File: src/rtl/serial_pkg.sv
// Types and constants shared by the serial link transmitter and receiver.
package serial_pkg;

    typedef enum logic {
        IDLE  = 1'b0,
        SHIFT = 1'b1
    } state_t;

    localparam bit ORDER_MSB_FIRST = 1'b1;
    localparam bit ORDER_LSB_FIRST = 1'b0;

endpackage

File: src/rtl/shift_reg.sv
// Purpose: loadable shift register that moves bits toward the serial output end, zero fill.
// Latency: a load or shift is visible on q one cycle after the enabling edge.
// Backpressure: none; load takes priority over shift, and q holds when neither is set.
module shift_reg
    import serial_pkg::*;
#(
    parameter int WIDTH     = 8,
    parameter bit MSB_FIRST = ORDER_MSB_FIRST
) (
    input  logic             clk,
    input  logic             rst,
    input  logic             load,
    input  logic             shift,
    input  logic [WIDTH-1:0] din,
    output logic [WIDTH-1:0] q
);

    logic [WIDTH-1:0] d_next;
    logic             d_en;

    always_comb begin
        d_next = q;
        if (load) begin
            d_next = din;
        end else if (MSB_FIRST) begin
            d_next = {q[WIDTH-2:0], 1'b0};
        end else begin
            d_next = {1'b0, q[WIDTH-1:1]};
        end
    end

    assign d_en = load | shift;

    // Bank of D flip-flops sharing one enable.
    always_ff @(posedge clk or negedge rst) begin
        if (!rst) begin
            q <= '0;
        end else if (d_en) begin
            q <= d_next;
        end
    end

endmodule

File: src/rtl/piso_serializer.sv
// Purpose: parallel-in/serial-out transmitter, one bit per enabled clock with valid/last flags.
// Latency: first bit on sout the cycle after the accepting edge; WIDTH enabled cycles per word.
// Backpressure: load_ready only when enabled and idle or on the last bit; en=0 freezes all state.
module piso_serializer
    import serial_pkg::*;
#(
    parameter int WIDTH     = 8,
    parameter bit MSB_FIRST = ORDER_MSB_FIRST
) (
    input  logic             clk,
    input  logic             rst,
    input  logic             en,
    input  logic             load_valid,
    input  logic [WIDTH-1:0] din,
    output logic             load_ready,
    output logic             sout,
    output logic             sout_valid,
    output logic             last,
    output logic             busy
);

    localparam int             CNT_W    = $clog2(WIDTH);
    localparam logic [CNT_W-1:0] CNT_LAST = CNT_W'(WIDTH - 1);

    state_t           state;
    state_t           state_nxt;
    logic [CNT_W-1:0] cnt;
    logic [WIDTH-1:0] shreg;
    logic             accept;
    logic             advance;

    assign accept  = load_valid & load_ready;
    assign advance = en & busy;

    always_ff @(posedge clk or negedge rst) begin
        if (!rst) begin
            state <= IDLE;
        end else begin
            state <= state_nxt;
        end
    end

    // An accept on the last bit reloads without passing through IDLE.
    always_comb begin
        state_nxt = state;
        if (accept) begin
            state_nxt = SHIFT;
        end else if (en && state == SHIFT && last) begin
            state_nxt = IDLE;
        end
    end

    always_comb begin
        busy       = (state == SHIFT);
        sout_valid = busy;
        last       = busy && (cnt == CNT_LAST);
        load_ready = en && (!busy || last);
    end

    always_ff @(posedge clk or negedge rst) begin
        if (!rst) begin
            cnt <= '0;
        end else if (accept) begin
            cnt <= '0;
        end else if (advance) begin
            cnt <= cnt + CNT_W'(1);
        end
    end

    shift_reg #(
        .WIDTH     (WIDTH),
        .MSB_FIRST (MSB_FIRST)
    ) u_shift_reg (
        .clk   (clk),
        .rst   (rst),
        .load  (accept),
        .shift (advance),
        .din   (din),
        .q     (shreg)
    );

    assign sout = busy & (MSB_FIRST ? shreg[WIDTH-1] : shreg[0]);

endmodule

File: config.mk
export PLATFORM = sky130hd
export DESIGN_NAME = piso_serializer
export DESIGN_NICKNAME = d
export VERILOG_FILES = /design/src/rtl/serial_pkg.sv /design/src/rtl/shift_reg.sv /design/src/rtl/piso_serializer.sv
export SDC_FILE = /design/constraint.sdc
export NUM_CORES = 1
export LEC_CHECK = 0
export BUFFER_PORTS_ARGS = -buffer_cell sky130_fd_sc_hd__buf_2
export CAP_MARGIN = 20
export CORE_MARGIN = 2
export CORE_UTILIZATION = 25
export CTS_CLUSTER_DIAMETER = 60
export DETAILED_ROUTE_END_ITERATION = 10
export PLACE_DENSITY = 0.41
export SYNTH_ARGS = -nofsm -noshare
export SYNTH_HDL_FRONTEND = slang
export SYNTH_SLANG_ARGS = --single-unit
File: constraint.sdc
create_clock -name clk -period 4.35 [get_ports clk]
set_input_delay 0.6525 -clock clk [delete_from_list [all_inputs] [get_ports clk]]
set_output_delay 0.6525 -clock clk [all_outputs]
set_load 0.02 [all_outputs]
==> Word level (Yosys, flattened, before mapping) <==
Cells that the tools add are included.
{ "totals": {"ff_bits": 12, "word_cells": 22} }
{ "classes": {"addsub": 1, "n_eq_ne": 1, "muxes": 5, "bitwise_logic": 4, "reduce_logical": 8} }
{ "ops": {"columns": ["operator", "n"], "rows": [
  ["$mux 8", 1],
  ["$mux 3", 2],
  ["$logic_and 1x1->1", 4],
  ["$reduce_bool 2->1", 2],
  ["$add 3x1->3 const B", 1],
  ["$and 1x1->1", 3],
  ["$eq 3x3->1 const B", 1],
  ["$mux 1", 2],
  ["$logic_not 1->1", 1],
  ["$logic_or 1x1->1", 1],
  ["$or 1x1->1", 1]
]} }

==> Depth between registers and ports, before layout <==
{ "logic_depth": {"word_depth": 6, "ltp_mapped": 6} }

==> Hierarchy <==
A second synthesis with hierarchy kept.
{ "unflattened": {"cells_unflattened": 56, "area_unflattened_um2": 613.1} }
{ "by_module_without_submodules": {"columns": ["mod", "instances", "cells_each", "area_per_inst_um2", "seq_area_each_um2"], "rows": [
  ["shift_reg", 1, 34, 369.1, 200.2],
  ["piso_serializer", 1, 22, 244.0, 100.1]
]} }

==> Worst setup path before layout <==
Ideal clock, no wire load.
{ "synth_timing": {"kind": "register -> output", "from": "register cnt[0]", "to": "output load_ready", "arrival_time_ns": 1.202, "t_required_ns": 3.697, "slack_ns": 2.496, "path_stages_with_launch": 5, "n_path_buf": 0, "cell_sequence": "dfrtp_1 > ha_1 > ha_1 > inv_1 > a21boi_0"} }
{ "synth_via": {"elab_chain_len": 4} }
{ "synth_lines": {"columns": ["item", "line_no", "source"], "rows": [
  ["start, declared", "piso_serializer.sv:27", "logic [CNT_W-1:0] cnt;"],
  ["start signal, assigned", "piso_serializer.sv:66", "cnt <= cnt + CNT_W'(1);"],
  ["$eq 3x3->1", "piso_serializer.sv:56", "last = busy && (cnt == CNT_LAST);"],
  ["$logic_and 1x1->1", "piso_serializer.sv:56", null],
  ["$logic_or 1x1->1", "piso_serializer.sv:57", "load_ready = en && (!busy || last);"],
  ["$logic_and 1x1->1", "piso_serializer.sv:57", null],
  ["end, declared", "piso_serializer.sv:15", "output logic load_ready,"]
]} }
No other way between the ends.

==> Worst setup path in the final report <==
Same ends and word-level chain as after synthesis.

==> results by group <==
Run status
  – Status: finished clean

Timing
  – Relative slew slack: 79.8%
  – TNS Setup: 0 ns
  – Final Max Tran Viols: 0
  – Final Skew: 0.00866 ns
  – Fmax: 491 MHz
  – Min Tclk post-route: 2.04 ns
  – Worst-Margin Slew: 0.303 ns
  – # setup viols final: 0
  – RSZ-0062 raised after global routing: false
  – Tcrit/Tclk final: 46.8%
  – Final hold vios: 0

Layout
  – Area of the multi-input gates: 307 um^2
  – Reg area: 300 um^2
  – Core Util, Final: 31.6%
  – Area delta synth->final: 21.6%
  – Share of layout cells above drive strength 1: 52.2%
  – Fill cells: 261
  – Diodes inserted: 0
  – Final nets: 84

Yosys
  – Commonest cells in the synthesized netlist: 12 x dfrtp_1, 8 x mux2_2, 6 x mux2_4, 5 x nand2_1, 3 x a21oi_1
  – #FFs+latches synth: 12
  – Mapped Area: 638 um^2
  – Post-Syn Instances: 51
  – Top-count cell post-synth: dfrtp_1
  – Top post-synthesis cells by area: dfrtp_1 47%, mux2_2 14%, mux2_4 14%
  – Seq/Total Area, Yosys: 47.1%
  – Synthesis Warnings: 0
  – Async S/R FF share, synth: 100%
  – Synth area leader: dfrtp_1
  – Synthesized area per cell: 12.5 um^2
  – Post-synthesis net count: 65
  – Distinct cells, synth: 18
  – Ys flop type: dfrtp_1
  – Top cell type's share of synthesized area: 47.1%
  – Post-synth EDFFs: 0

GRT
  – Largest net degree at the start of global routing: 13
  – Global-route wire length before repair: 1810 um
  – Vias in the first global route: 391
  – Gr ovfl total: 0
  – Initial antenna violation count: 0
  – All-Layer GR Usage: 9.12%

Clock tree
  – Post_cts resized: 0
  – CTS tree: done
  – Clock Sinks: 12
  – CTS max path bufs: 2
  – Reg clk slew, reported paths: 0.08 ns
  – Setup bufs post-CTS: 0
  – Hold-fix buffers at CTS: 0
  – Clock Latency Late Sink: 0.27 ns
  – Clock Tree Root: clkbuf_4
  – CTS buffer count: 3
  – CTS H-tree depth: 1

Place
  – PortBufs: 16
  – Gpl congestion: 0.628

Floorplanning
  – CORE AREA: 0.00245 mm^2
  – IO Pins: 17
  – Die Area: 0.00297 mm^2
  – Die width: 54.5 um
  – FP Rows: 18
  – Die height: 54.5 um
  – Starting Density: 26.0%

Worst setup path
  – CP Capture Point: load_ready
  – Reg-to-reg endpoint: u_shift_reg.q[1]
  – Required @ worst endpoint: 3.70 ns
  – Crit path arrival time: 1.38 ns
  – Reg-to-Reg Start: cnt[0]
  – R2r setup slk: 2.79 ns
  – Critical Path End Type: output port
  – CP Max Fanout: 3
  – Worst r2r path cells: 6
  – Crit path from: cnt[0]
  – CP startpoint kind: flop
  – Crit Path Class: reg2out

Drt
  – Initial drt markers: 4
  – Wire per inst: 11.1 um
  – Vias per std cell: 4.14
  – Via Count: 410
  – Post-DRT Antenna Nets: 0
  – WL final: 1100 um
  – Drc violations: 0
  – 1st-pass router iterations: 4

Power and ir drop
  – PwrDens: 541 mW/mm^2
  – LEAKAGE: 0.000398 uW
  – Worst VDD drop: 0.201 mV

Hold path
  – HP Class: in2async

Run
  – Maximum capacitance violations: 0
-- worst min path at each step --
stage	from	endpoint	slack (ns)	cells after the start
finish	rst	busy	0.25	1
global route	rst	busy	0.24	1
CTS	rst	busy	0.25	1
detailed placement	u_shift_reg.q[0]	u_shift_reg.q[0]	0.53	2
global placement	cnt[1]	cnt[1]	0.52	2
floorplan	rst	busy	0.36	0
-- sequential cells by signal, summed over array words and instances (netlist names) --
| name | cells |
|---|---|
| u_shift_reg.q | 8 |
| busy | 1 |
| cnt | 3 |
-- through the flow --
stage	hold slack [ns]	cell area, um^2	worst slack (ns)	power (uW)	cells
floorplan	0.357	638	2.50	304	51
global placement	0.522	739	2.55	337	95
detailed placement	0.529	739	2.52	338	95
CTS	0.248	776	2.29	429	99
global route	0.239	776	2.21	459	99
finish	0.245	776	2.31	420	99
-- kinds of logic after synthesis --
logic type                 share of synthesized area, %
adders and majority gates                          3.92
and+or+nand+nor                                    8.04
xor gates and xnor gates                           1.37
buffers and inverters                              4.90
DFF                                                47.1
muxes                                              29.8
AOI/OAI and AO/OA                                  4.90
-- report_power, final --
part	total [uW]	switching [uW]	internal, uW
sequential	176	25.4	150
clock	88.2	37.4	50.8
combinational	156	66.7	89.1
total	420	130	290
-- cell type report --
type | instances | share of cell area, %
tap | 30 | 4.84
sequential | 12 | 38.7
timing repair buffer | 17 | 11.3
inverter | 2 | 0.968
multi-input combinational | 34 | 39.5
clock buffer | 4 | 4.68
-- layer usage --
layer | up-vias | track usage [%] | share of wire [%]
met5 | - | 0 | 0
met3 | 0 | 3.28 | 8.8
met1 | 185 | 12.0 | 48
met2 | 15 | 12.2 | 43
li1 | 210 | - | -
met4 | 0 | 6.25 | 0
-- cells in the final DEF, fill, tap and decap left out, types with 2 or more instances in the layout --
master	instances
mux2_4	6
dfrtp_1	12
and2_1	2
inv_1	2
clkbuf_4	3
nand2_1	5
ha_1	2
mux2_2	8
buf_2	16
nand3_1	2
a21oi_1	3
-- worst max-delay path, stage by stage (launching register included) --
cell and delay (ns):
dfrtp_1 0.39, ha_1 0.20, ha_1 0.20, inv_1 0.07
a21boi_0 0.08, buf_2 0.18
Power figures use the tool's default switching activity.
